File: src/rtl/accum_16bit_ctrl_if.sv
`default_nettype none
// ---------------------------------------------------------------------------
// accum_16bit_ctrl_if : sample/adder/result bundle of the accumulator.
// Revision: 1.0
// ---------------------------------------------------------------------------
interface accum_16bit_ctrl_if #(
  parameter int CNT_WIDTH = 4
);
  logic                 clear;
  logic                 in_valid;
  logic [15:0]          in_data;
  logic                 in_ready;
  logic [15:0]          add_a;
  logic [15:0]          add_b;
  logic                 add_carry;
  logic [15:0]          add_sum;
  logic                 add_overflow;
  logic [15:0]          result;
  logic                 result_valid;
  logic                 result_ready;
  logic                 sticky_ovf;
  logic [CNT_WIDTH-1:0] sample_count;

  // The accumulator block side.
  modport slave (
    input  clear, in_valid, in_data, add_sum, add_overflow, result_ready,
    output in_ready, add_a, add_b, add_carry, result, result_valid,
           sticky_ovf, sample_count
  );

  // The environment side: sample source, external adder and result consumer.
  modport master (
    output clear, in_valid, in_data, add_sum, add_overflow, result_ready,
    input  in_ready, add_a, add_b, add_carry, result, result_valid,
           sticky_ovf, sample_count
  );
endinterface
`default_nettype wire

File: src/rtl/accum_16bit_ctrl.sv
`default_nettype none
// ---------------------------------------------------------------------------
// accum_16bit_ctrl : closes the loop around an external 16-bit adder and
//                    sums NUM_SAMPLES samples per valid/ready result.
// Revision: 1.0
// ---------------------------------------------------------------------------
module accum_16bit_ctrl #(
  parameter int NUM_SAMPLES = 8,
  parameter int CNT_WIDTH   = 4
) (
  input  wire logic        clk,
  input  wire logic        n_rst,
  accum_16bit_ctrl_if.slave bus
);

  typedef enum logic [1:0] {
    IDLE  = 2'd0,
    ACCUM = 2'd1,
    DONE  = 2'd2
  } state_t;

  localparam logic [CNT_WIDTH-1:0] c_last_cnt = CNT_WIDTH'(NUM_SAMPLES - 1);
  localparam logic [CNT_WIDTH-1:0] c_cnt_one  = CNT_WIDTH'(1);

  state_t               state_q, state_d;
  logic [15:0]          acc_q, acc_d;
  logic [CNT_WIDTH-1:0] cnt_q, cnt_d;
  logic                 sticky_q, sticky_d;

  logic w_in_ready;
  logic w_accept;

  assign w_in_ready = ~bus.clear & (state_q != DONE);
  assign w_accept   = bus.in_valid & w_in_ready;

  always_ff @(posedge clk or negedge n_rst) begin
    if (!n_rst) begin
      state_q  <= IDLE;
      acc_q    <= 16'h0000;
      cnt_q    <= '0;
      sticky_q <= 1'b0;
    end else begin
      state_q  <= state_d;
      acc_q    <= acc_d;
      cnt_q    <= cnt_d;
      sticky_q <= sticky_d;
    end
  end

  always_comb begin
    state_d  = state_q;
    acc_d    = acc_q;
    cnt_d    = cnt_q;
    sticky_d = sticky_q;

    // clear outranks accept and result handoff, and drops the offered sample.
    if (bus.clear) begin
      state_d  = IDLE;
      acc_d    = 16'h0000;
      cnt_d    = '0;
      sticky_d = 1'b0;
    end else begin
      case (state_q)
        IDLE, ACCUM: begin
          if (w_accept) begin
            acc_d    = bus.add_sum;
            sticky_d = sticky_q | bus.add_overflow;
            cnt_d    = cnt_q + c_cnt_one;
            state_d  = (cnt_q == c_last_cnt) ? DONE : ACCUM;
          end
        end
        DONE: begin
          if (bus.result_ready) begin
            state_d  = IDLE;
            acc_d    = 16'h0000;
            cnt_d    = '0;
            sticky_d = 1'b0;
          end
        end
        default: begin
          state_d = IDLE;
        end
      endcase
    end
  end

  assign bus.in_ready     = w_in_ready;
  assign bus.add_a        = acc_q;
  assign bus.add_b        = bus.in_data;
  assign bus.add_carry    = 1'b0;
  assign bus.result       = acc_q;
  assign bus.result_valid = (state_q == DONE);
  assign bus.sticky_ovf   = sticky_q;
  assign bus.sample_count = cnt_q;

endmodule
`default_nettype wire

File: src/flat_wrapper.sv
// flat-port wrapper written by rule: the top's interface ports become plain ports
module accum_16bit_ctrl_flat 
#(
  parameter int NUM_SAMPLES = 8,
  parameter int CNT_WIDTH   = 4
)
  (clk, n_rst, bus_clear, bus_in_valid, bus_in_data, bus_add_sum, bus_add_overflow, bus_result_ready, bus_in_ready, bus_add_a, bus_add_b, bus_add_carry, bus_result, bus_result_valid, bus_sticky_ovf, bus_sample_count);
  accum_16bit_ctrl_if #(.CNT_WIDTH(CNT_WIDTH)) bus_i ();
  input  wire logic clk;
  input  wire logic n_rst;
  input wire logic [$bits(bus_i.clear)-1:0] bus_clear;
  input wire logic [$bits(bus_i.in_valid)-1:0] bus_in_valid;
  input wire logic [$bits(bus_i.in_data)-1:0] bus_in_data;
  input wire logic [$bits(bus_i.add_sum)-1:0] bus_add_sum;
  input wire logic [$bits(bus_i.add_overflow)-1:0] bus_add_overflow;
  input wire logic [$bits(bus_i.result_ready)-1:0] bus_result_ready;
  output wire logic [$bits(bus_i.in_ready)-1:0] bus_in_ready;
  output wire logic [$bits(bus_i.add_a)-1:0] bus_add_a;
  output wire logic [$bits(bus_i.add_b)-1:0] bus_add_b;
  output wire logic [$bits(bus_i.add_carry)-1:0] bus_add_carry;
  output wire logic [$bits(bus_i.result)-1:0] bus_result;
  output wire logic [$bits(bus_i.result_valid)-1:0] bus_result_valid;
  output wire logic [$bits(bus_i.sticky_ovf)-1:0] bus_sticky_ovf;
  output wire logic [$bits(bus_i.sample_count)-1:0] bus_sample_count;
  assign bus_i.clear = bus_clear;
  assign bus_i.in_valid = bus_in_valid;
  assign bus_i.in_data = bus_in_data;
  assign bus_i.add_sum = bus_add_sum;
  assign bus_i.add_overflow = bus_add_overflow;
  assign bus_i.result_ready = bus_result_ready;
  assign bus_in_ready = bus_i.in_ready;
  assign bus_add_a = bus_i.add_a;
  assign bus_add_b = bus_i.add_b;
  assign bus_add_carry = bus_i.add_carry;
  assign bus_result = bus_i.result;
  assign bus_result_valid = bus_i.result_valid;
  assign bus_sticky_ovf = bus_i.sticky_ovf;
  assign bus_sample_count = bus_i.sample_count;
  accum_16bit_ctrl #(.NUM_SAMPLES(NUM_SAMPLES), .CNT_WIDTH(CNT_WIDTH)) u_core (.clk(clk), .n_rst(n_rst), .bus(bus_i));
endmodule
File: config.mk
export PLATFORM = sky130hd
export DESIGN_NAME = accum_16bit_ctrl_flat
export DESIGN_NICKNAME = d
export VERILOG_FILES = /design/src/rtl/accum_16bit_ctrl_if.sv /design/src/rtl/accum_16bit_ctrl.sv /design/src/flat_wrapper.sv
export SDC_FILE = /design/constraint.sdc
export NUM_CORES = 1
export LEC_CHECK = 0
export ABC_AREA = 1
export BUFFER_PORTS_ARGS = -buffer_cell sky130_fd_sc_hd__buf_2
export CELL_PAD_IN_SITES_DETAIL_PLACEMENT = 1
export CELL_PAD_IN_SITES_GLOBAL_PLACEMENT = 2
export CORE_AREA = 5 5 87 81
export CTS_CLUSTER_SIZE = 28
export DETAILED_ROUTE_END_ITERATION = 8
export DIE_AREA = 0 0 92 86
export GPL_ROUTABILITY_DRIVEN = 0
export GPL_TIMING_DRIVEN = 0
export PLACE_DENSITY_LB_ADDON = 0.08
export SYNTH_ARGS = -nofsm -noshare
export SYNTH_HDL_FRONTEND = slang
export SYNTH_SLANG_ARGS = --single-unit
File: constraint.sdc
create_clock -name clk -period 3.1 [get_ports clk]
set_input_delay 0.31 -clock clk [delete_from_list [all_inputs] [get_ports clk]]
set_output_delay 0.31 -clock clk [all_outputs]
set_load 0.01 [all_outputs]
==> results of run 1 <==
==> kinds of logic after synthesis <==
kind of cell               count (synthesis)  share of synthesized area
and+or+nand+nor                           78                      0.258
buffers and inverters                     45                      0.246
adders and majority gates                  1                    0.00981
DFF                                       23                      0.451
other                                      1                    0.00294
AOI/OAI and AO/OA                          6                     0.0314
==> state kept, by name, summed over array words and instances (netlist names) <==
| name | cells |
|---|---|
| u_core.bus.add_a | 16 |
| u_core.bus.sticky_ovf | 1 |
| u_core.bus.sample_count | 4 |
| u_core.state_q | 2 |
==> cells in the final DEF, fill, tap and decap left out, types with 2 or more instances in the layout <==
cell      synthesis  routed
clkbuf_8          0       3
nor2_1            4       4
nand2_1          61      61
buf_4            34      34
buf_2             0      76
buf_6             2       2
nand4_1           2       2
o21ai_2           2       2
nor2_4            2       2
inv_2             2       2
nand3_1           5       5
inv_1             6       6
nand2_2           3       3
dfrtp_1          23      23
o21ai_0           3       3
==> through the flow <==
stage          hold WS (ps)  utilization  total power [W]  setup slack, ps  instance area, um2
4_1_cts                45.1        0.298         0.000688             1680                1790
3_5_place_dp            339        0.290         0.000492             1780                1750
6_report               22.4        0.298         0.000669             1710                1790
2_1_floorplan          14.4            -         0.000421             1910                1270
5_1_grt                64.7        0.298         0.000717             1590                1790
3_3_place_gp            345        0.290         0.000491             1750                1750
==> worst reg2reg max path, cell delays in order (launching register included) <==
cell	delay [ps]
dfrtp_1	420
nor2_1	180
nand2_1	140
inv_2	180
buf_4	210
nand2_1	70
nand2_1	60
==> routing by layer <==
| layer | GRT usage | routed length (um) | up-vias |
|---|---|---|---|
| met5 | 0 | 0 | - |
| met4 | 0.0162 | 14 | 0 |
| met3 | 0.0351 | 339 | 2 |
| met2 | 0.151 | 1570 | 64 |
| met1 | 0.121 | 1680 | 532 |
| li1 | - | - | 597 |
==> power by group through the flow <==
stage / sequential (W) / combinational [W] / clock, W
2_1_floorplan: 0.000343 / 0.0000784 / 0
3_3_place_gp: 0.000338 / 0.000154 / 0
3_5_place_dp: 0.000338 / 0.000154 / 0
4_1_cts: 0.000332 / 0.000154 / 0.000201
5_1_grt: 0.000335 / 0.000167 / 0.000215
6_report: 0.000331 / 0.000150 / 0.000188
==> final cells by class <==
| type | instances | area share |
|---|---|---|
| plain buffers | 36 | 0.155 |
| clock buffers | 4 | 0.0252 |
| inverters | 9 | 0.0203 |
| multi-input cells | 86 | 0.215 |
| flip-flops and latches | 23 | 0.321 |
| well taps | 72 | 0.0503 |
| repair buffers | 76 | 0.212 |
==> how the worst max path moves through the flow <==
| stage | from | endpoint | depth (start not counted) |
|---|---|---|---|
| CTS | u_core.state_q[1] | bus_in_ready | 4 |
| detailed placement | bus_clear | u_core.bus.add_a[13] | 7 |
| global route | u_core.state_q[1] | bus_in_ready | 4 |
| global placement | u_core.state_q[1] | u_core.bus.add_a[6] | 6 |
| finish | u_core.state_q[1] | bus_in_ready | 4 |
| floorplan | u_core.bus.sample_count[0] | u_core.bus.sample_count[2] | 4 |
==> impl_metrics.json, run 1 <==
{
  "status": "completed",
  "final_antenna_net_count": 0,
  "worst_r2r_startpoint": "u_core.state_q[1]",
  "postSynth.topFlopCell": "dfrtp_1",
  "maxSlewHeadroom": 0.638,
  "regToRegEndpoint": "u_core.bus.add_a[6]",
  "die_w_um": 92,
  "detailed_route_via_count": 1195,
  "number_of_antenna_violations_at_the_first_check_in_global_routing": 0,
  "drt-vias-per-instance": 3.91,
  "post-synth-top-area-fraction": 0.451,
  "insertion_delay_ps": 260,
  "layout.filler_cells": 759,
  "synth-edff-count": 0,
  "dp.final_hpwl_um": 2900,
  "post_route_cells_drive_above_1_share": 0.538,
  "irDropWorstVdd_mv": 0.130,
  "seq_area_frac_synth": 0.451,
  "critPathMostFrequentCell": "nor2_1",
  "cells_after_synth": 154,
  "timing.critical_path.from_type": "register",
  "finish.net_count": 274,
  "dieHeight_um": 86,
  "postRouteWirelength_um": 3610,
  "final_global_route_overflow_total": 0,
  "cp_slowest_stage_delay_ps": 410,
  "setup_viol": 0,
  "nets_in_the_synthesized_netlist": 193,
  "yosys_warnings": 0,
  "power_density_mw_per_mm2": 374,
  "crit_family": "flip-flops",
  "grt_pass1_wl_um": 6030,
  "switching_share": 0.276,
  "cts_buffers": 3,
  "dpl.cell_count": 302,
  "reg2reg_setup_slack_ps": 1780,
  "grt_start_max_net_pins": 24,
  "seq_power_share": 0.495,
  "most_frequent_cell_after_synthesis": "nand2_1",
  "cts-root-buf": "clkbuf_8",
  "max_freq_mhz": 717,
  "worstMarginPinSlew_ps": 543,
  "cell_area_after_technology_mapping_mm2": 0.00127,
  "worstRegToRegCells": 6,
  "tritoncts": "yes",
  "arrival_ps": 1080,
  "cts.repair.resized": 0,
  "layout.area.seq_um2": 576,
  "final.min_clock_period_ps": 1390,
  "grtUsageTotal": 0.0936,
  "max_cap_viol_count": 0,
  "worst-path-max-fanout": 4,
  "cellInternalPower_w": 0.000485,
  "ctsLongestPathBuffers": 2,
  "detail_route.first_pass.iterations": 5,
  "crit_slowest_cell": "dfrtp_1",
  "cts_hold_buffers": 0,
  "growth_of_design_area_from_synthesis_to_finish_pct": 40.4,
  "timing.critical_path.required_ps": 2790,
  "synth-async-reset-ratio": 1.00,
  "multi_input_area_um2": 385,
  "synth.area.top_cells": "dfrtp_1 45%, buf_4 20%, nand2_1 18%",
  "design.core.area_mm2": 0.00601,
  "grt_setup_unrepaired": "no",
  "first_global_vias": 1313,
  "placement.io_buffers": 76,
  "postSynthAreaPerCell_um2": 8.28,
  "final.setup_skew_ps": 1.02,
  "critPathKind": "reg -> out",
  "path_buf_inv": 2,
  "power_frac_clock": 0.281,
  "htree_levels": 1,
  "tcrit_tclk_final": 0.450,
  "n_antenna_cell": 0,
  "postSynthRegisterBits": 23,
  "core.rowCount": 27,
  "clk_pin_slew_ps": 80,
  "hold_violation_count_in_the_final_report": 0,
  "combPwrFrac": 0.224,
  "power_leakage_nw": 1.11,
  "ios": 94,
  "drcViolationCount": 0,
  "maxSlewViolCount": 0,
  "synthDominantAreaCellType": "dfrtp_1",
  "synth_commonest_cells": "61 x nand2_1, 34 x buf_4, 23 x dfrtp_1",
  "post_synth_num_cell_types": 18,
  "timing.hold.worst.class": "in -> async",
  "layoutNonFillerInstCount": 306,
  "initial_utilization": 0.212,
  "die_outline_area_mm2": 0.00791,
  "avgRoutedWirePerCell_um": 11.8,
  "power.switching_w": 0.000184,
  "cp_cell_sequence": "inv_1, nor2_1, nor2_1, buf_2",
  "setup_total_negative_slack_ps": 0,
  "critical_path.endpoint_type": "output pin",
  "clock_sinks": 23,
  "drt_iter0_markers": 13,
  "post-cts-setup-buffer-count": 0
}
No activity file was read; power rests on OpenSTA's default activity.
==> run 2: changes to the inputs <==
- CORE_AREA: 5 5 87 81 -> 5 5 95 88
- DIE_AREA: 0 0 92 86 -> 0 0 100 93
- clock period: 3.1 -> 1.2 ns (I/O delays scaled with it)
==> impl_metrics.json, run 2 (same netlist as run 1, synthesis figures left out) <==
{
  "status": "completed",
  "final.min_clock_period_ps": 1190,
  "final_antenna_net_count": 0,
  "worst_hold_startpoint": "bus_add_sum[0]",
  "clock_sinks": 23,
  "setup_viol": 0,
  "growth_of_design_area_from_synthesis_to_finish_pct": 50.2,
  "placed_cell_area_mm2": 0.00178,
  "setup_total_negative_slack_ps": 0,
  "n_antenna_cell": 0,
  "crit_family": "flip-flops",
  "core.rowCount": 30,
  "min_delay_path_depth": 3,
  "htree_levels": 1,
  "maxSlewHeadroom": 0.615,
  "cp_cell_sequence": "inv_1, nor2_2, nor2_1, buf_2",
  "dpl.cell_count": 326,
  "worstRegToRegCells": 8,
  "grt_pass1_wl_um": 6040,
  "timing.critical_path.from_type": "register",
  "cts-root-buf": "clkbuf_8",
  "min_to": "u_core.bus.add_a[0]",
  "arrival_ps": 1070,
  "power.switching_w": 0.000509,
  "cellInternalPower_w": 0.00128,
  "detailed_route_via_count": 1218,
  "ctsLongestPathBuffers": 2,
  "crit_slowest_cell": "dfrtp_2",
  "reg2reg_setup_slack_ps": 20,
  "postRouteWirelength_um": 3990,
  "drcViolationCount": 0,
  "power_frac_clock": 0.283,
  "drt-vias-per-instance": 3.63,
  "final_global_route_overflow_total": 0,
  "cp_slowest_stage_delay_ps": 430,
  "combPwrFrac": 0.239,
  "detail_route.first_pass.iterations": 2,
  "dieHeight_um": 93,
  "insertion_delay_ps": 270,
  "cts_buffers": 3,
  "ios": 94,
  "hold_violation_count_in_the_final_report": 0,
  "post_route_cells_drive_above_1_share": 0.567,
  "critPathKind": "reg -> out",
  "layout.filler_cells": 907,
  "design.core.area_mm2": 0.00732,
  "max_cap_viol_count": 0,
  "path_buf_inv": 2,
  "avgRoutedWirePerCell_um": 11.9,
  "drt_iter0_markers": 13,
  "postLayoutCellArea_mm2": 0.00192,
  "die_w_um": 100,
  "grt_setup_unrepaired": "yes",
  "final.setup_skew_ps": 2.69,
  "grt_start_max_net_pins": 24,
  "max_freq_mhz": 842,
  "tritoncts": "yes",
  "first_global_vias": 1249,
  "largest_reg_flops": 16,
  "dp.final_hpwl_um": 3080,
  "timing.critical_path.required_ps": 1080,
  "total_power_of_the_final_layout_w": 0.00178,
  "finish.net_count": 280,
  "clk_pin_slew_ps": 90,
  "tcrit_tclk_final": 0.990,
  "final_common_cell": "buf_2",
  "irDropWorstVdd_mv": 0.366,
  "placement.io_buffers": 76,
  "most-common-layout-cells": "76 x buf_2, 60 x nand2_1, 38 x buf_4",
  "number_of_antenna_violations_at_the_first_check_in_global_routing": 0,
  "die_outline_area_mm2": 0.00930,
  "timing.hold.worst.class": "in -> reg",
  "worst-path-max-fanout": 4,
  "critical_path.endpoint_type": "output pin",
  "power_density_mw_per_mm2": 931,
  "finalHoldWorstSlack_ps": 49.2,
  "maxSlewViolCount": 0,
  "switching_share": 0.285,
  "worst_r2r_startpoint": "u_core.state_q[1]",
  "worstMarginPinSlew_ps": 577,
  "layoutNonFillerInstCount": 336,
  "regToRegEndpoint": "u_core.bus.add_a[9]",
  "initial_utilization": 0.174,
  "grtUsageTotal": 0.0813,
  "seq_power_share": 0.478,
  "power_leakage_nw": 1.15
}
## run 2: worst max-delay path by stage
stage | cells past startpoint | from | endpoint | slack (ps)
global route | 8 | u_core.state_q[1] | u_core.bus.add_a[11] | -70
floorplan | 4 | u_core.bus.sample_count[0] | u_core.bus.sample_count[2] | 9
finish | 4 | u_core.state_q[1] | bus_in_ready | 10
CTS | 8 | u_core.state_q[1] | u_core.bus.sample_count[3] | -7
detailed placement | 6 | u_core.state_q[1] | u_core.bus.add_a[13] | -130
global placement | 6 | u_core.state_q[1] | u_core.bus.add_a[14] | -150
## run 2: power groups by stage
stage	Clock [W]	Sequential, W	Combinational, W
floorplan	0	0.000886	0.000203
global placement	0	0.000872	0.000401
detailed placement	0	0.000873	0.000403
CTS	0.000543	0.000853	0.000422
global route	0.000568	0.000860	0.000475
finish	0.000505	0.000852	0.000427
## run 2: repair_timing
item	CTS	global route
resized for setup	5	6
endpoints found under the setup margin	21	23
pin swaps	2	0
setup buffers	2	3
endpoints found under the hold margin	23	0
gates cloned	0	1
hold buffers	1	0
## run 2: final cells by class
cell class | instances | area, um2 | area share
Buffer | 35 | 274 | 0.143
Clock buffer | 4 | 45.0 | 0.0235
Inverter | 9 | 43.8 | 0.0229
Multi-Input combinational cell | 86 | 403 | 0.210
Sequential cell | 23 | 577 | 0.301
Tap cell | 96 | 120 | 0.0627
Timing Repair Buffer | 83 | 453 | 0.236
## run 2: routing by layer
| layer | wire length, um | GRT usage |
|---|---|---|
| met3 | 372 | 0.0283 |
| met2 | 1990 | 0.144 |
| met1 | 1640 | 0.0977 |
| met5 | 0 | 0 |
| met4 | 0 | 0.0101 |
## run 2: per-stage QoR
stage	setup slack, ps	utilization
6_report	11.9	0.262
3_3_place_gp	-147	0.243
2_1_floorplan	9.31	-
3_5_place_dp	-126	0.243
4_1_cts	-6.62	0.253
5_1_grt	-74.3	0.262
## run 2: worst min-delay path, stage by stage
cell and delay [ps]:
buf_2 80, nand2_1 40, nand2_1 50
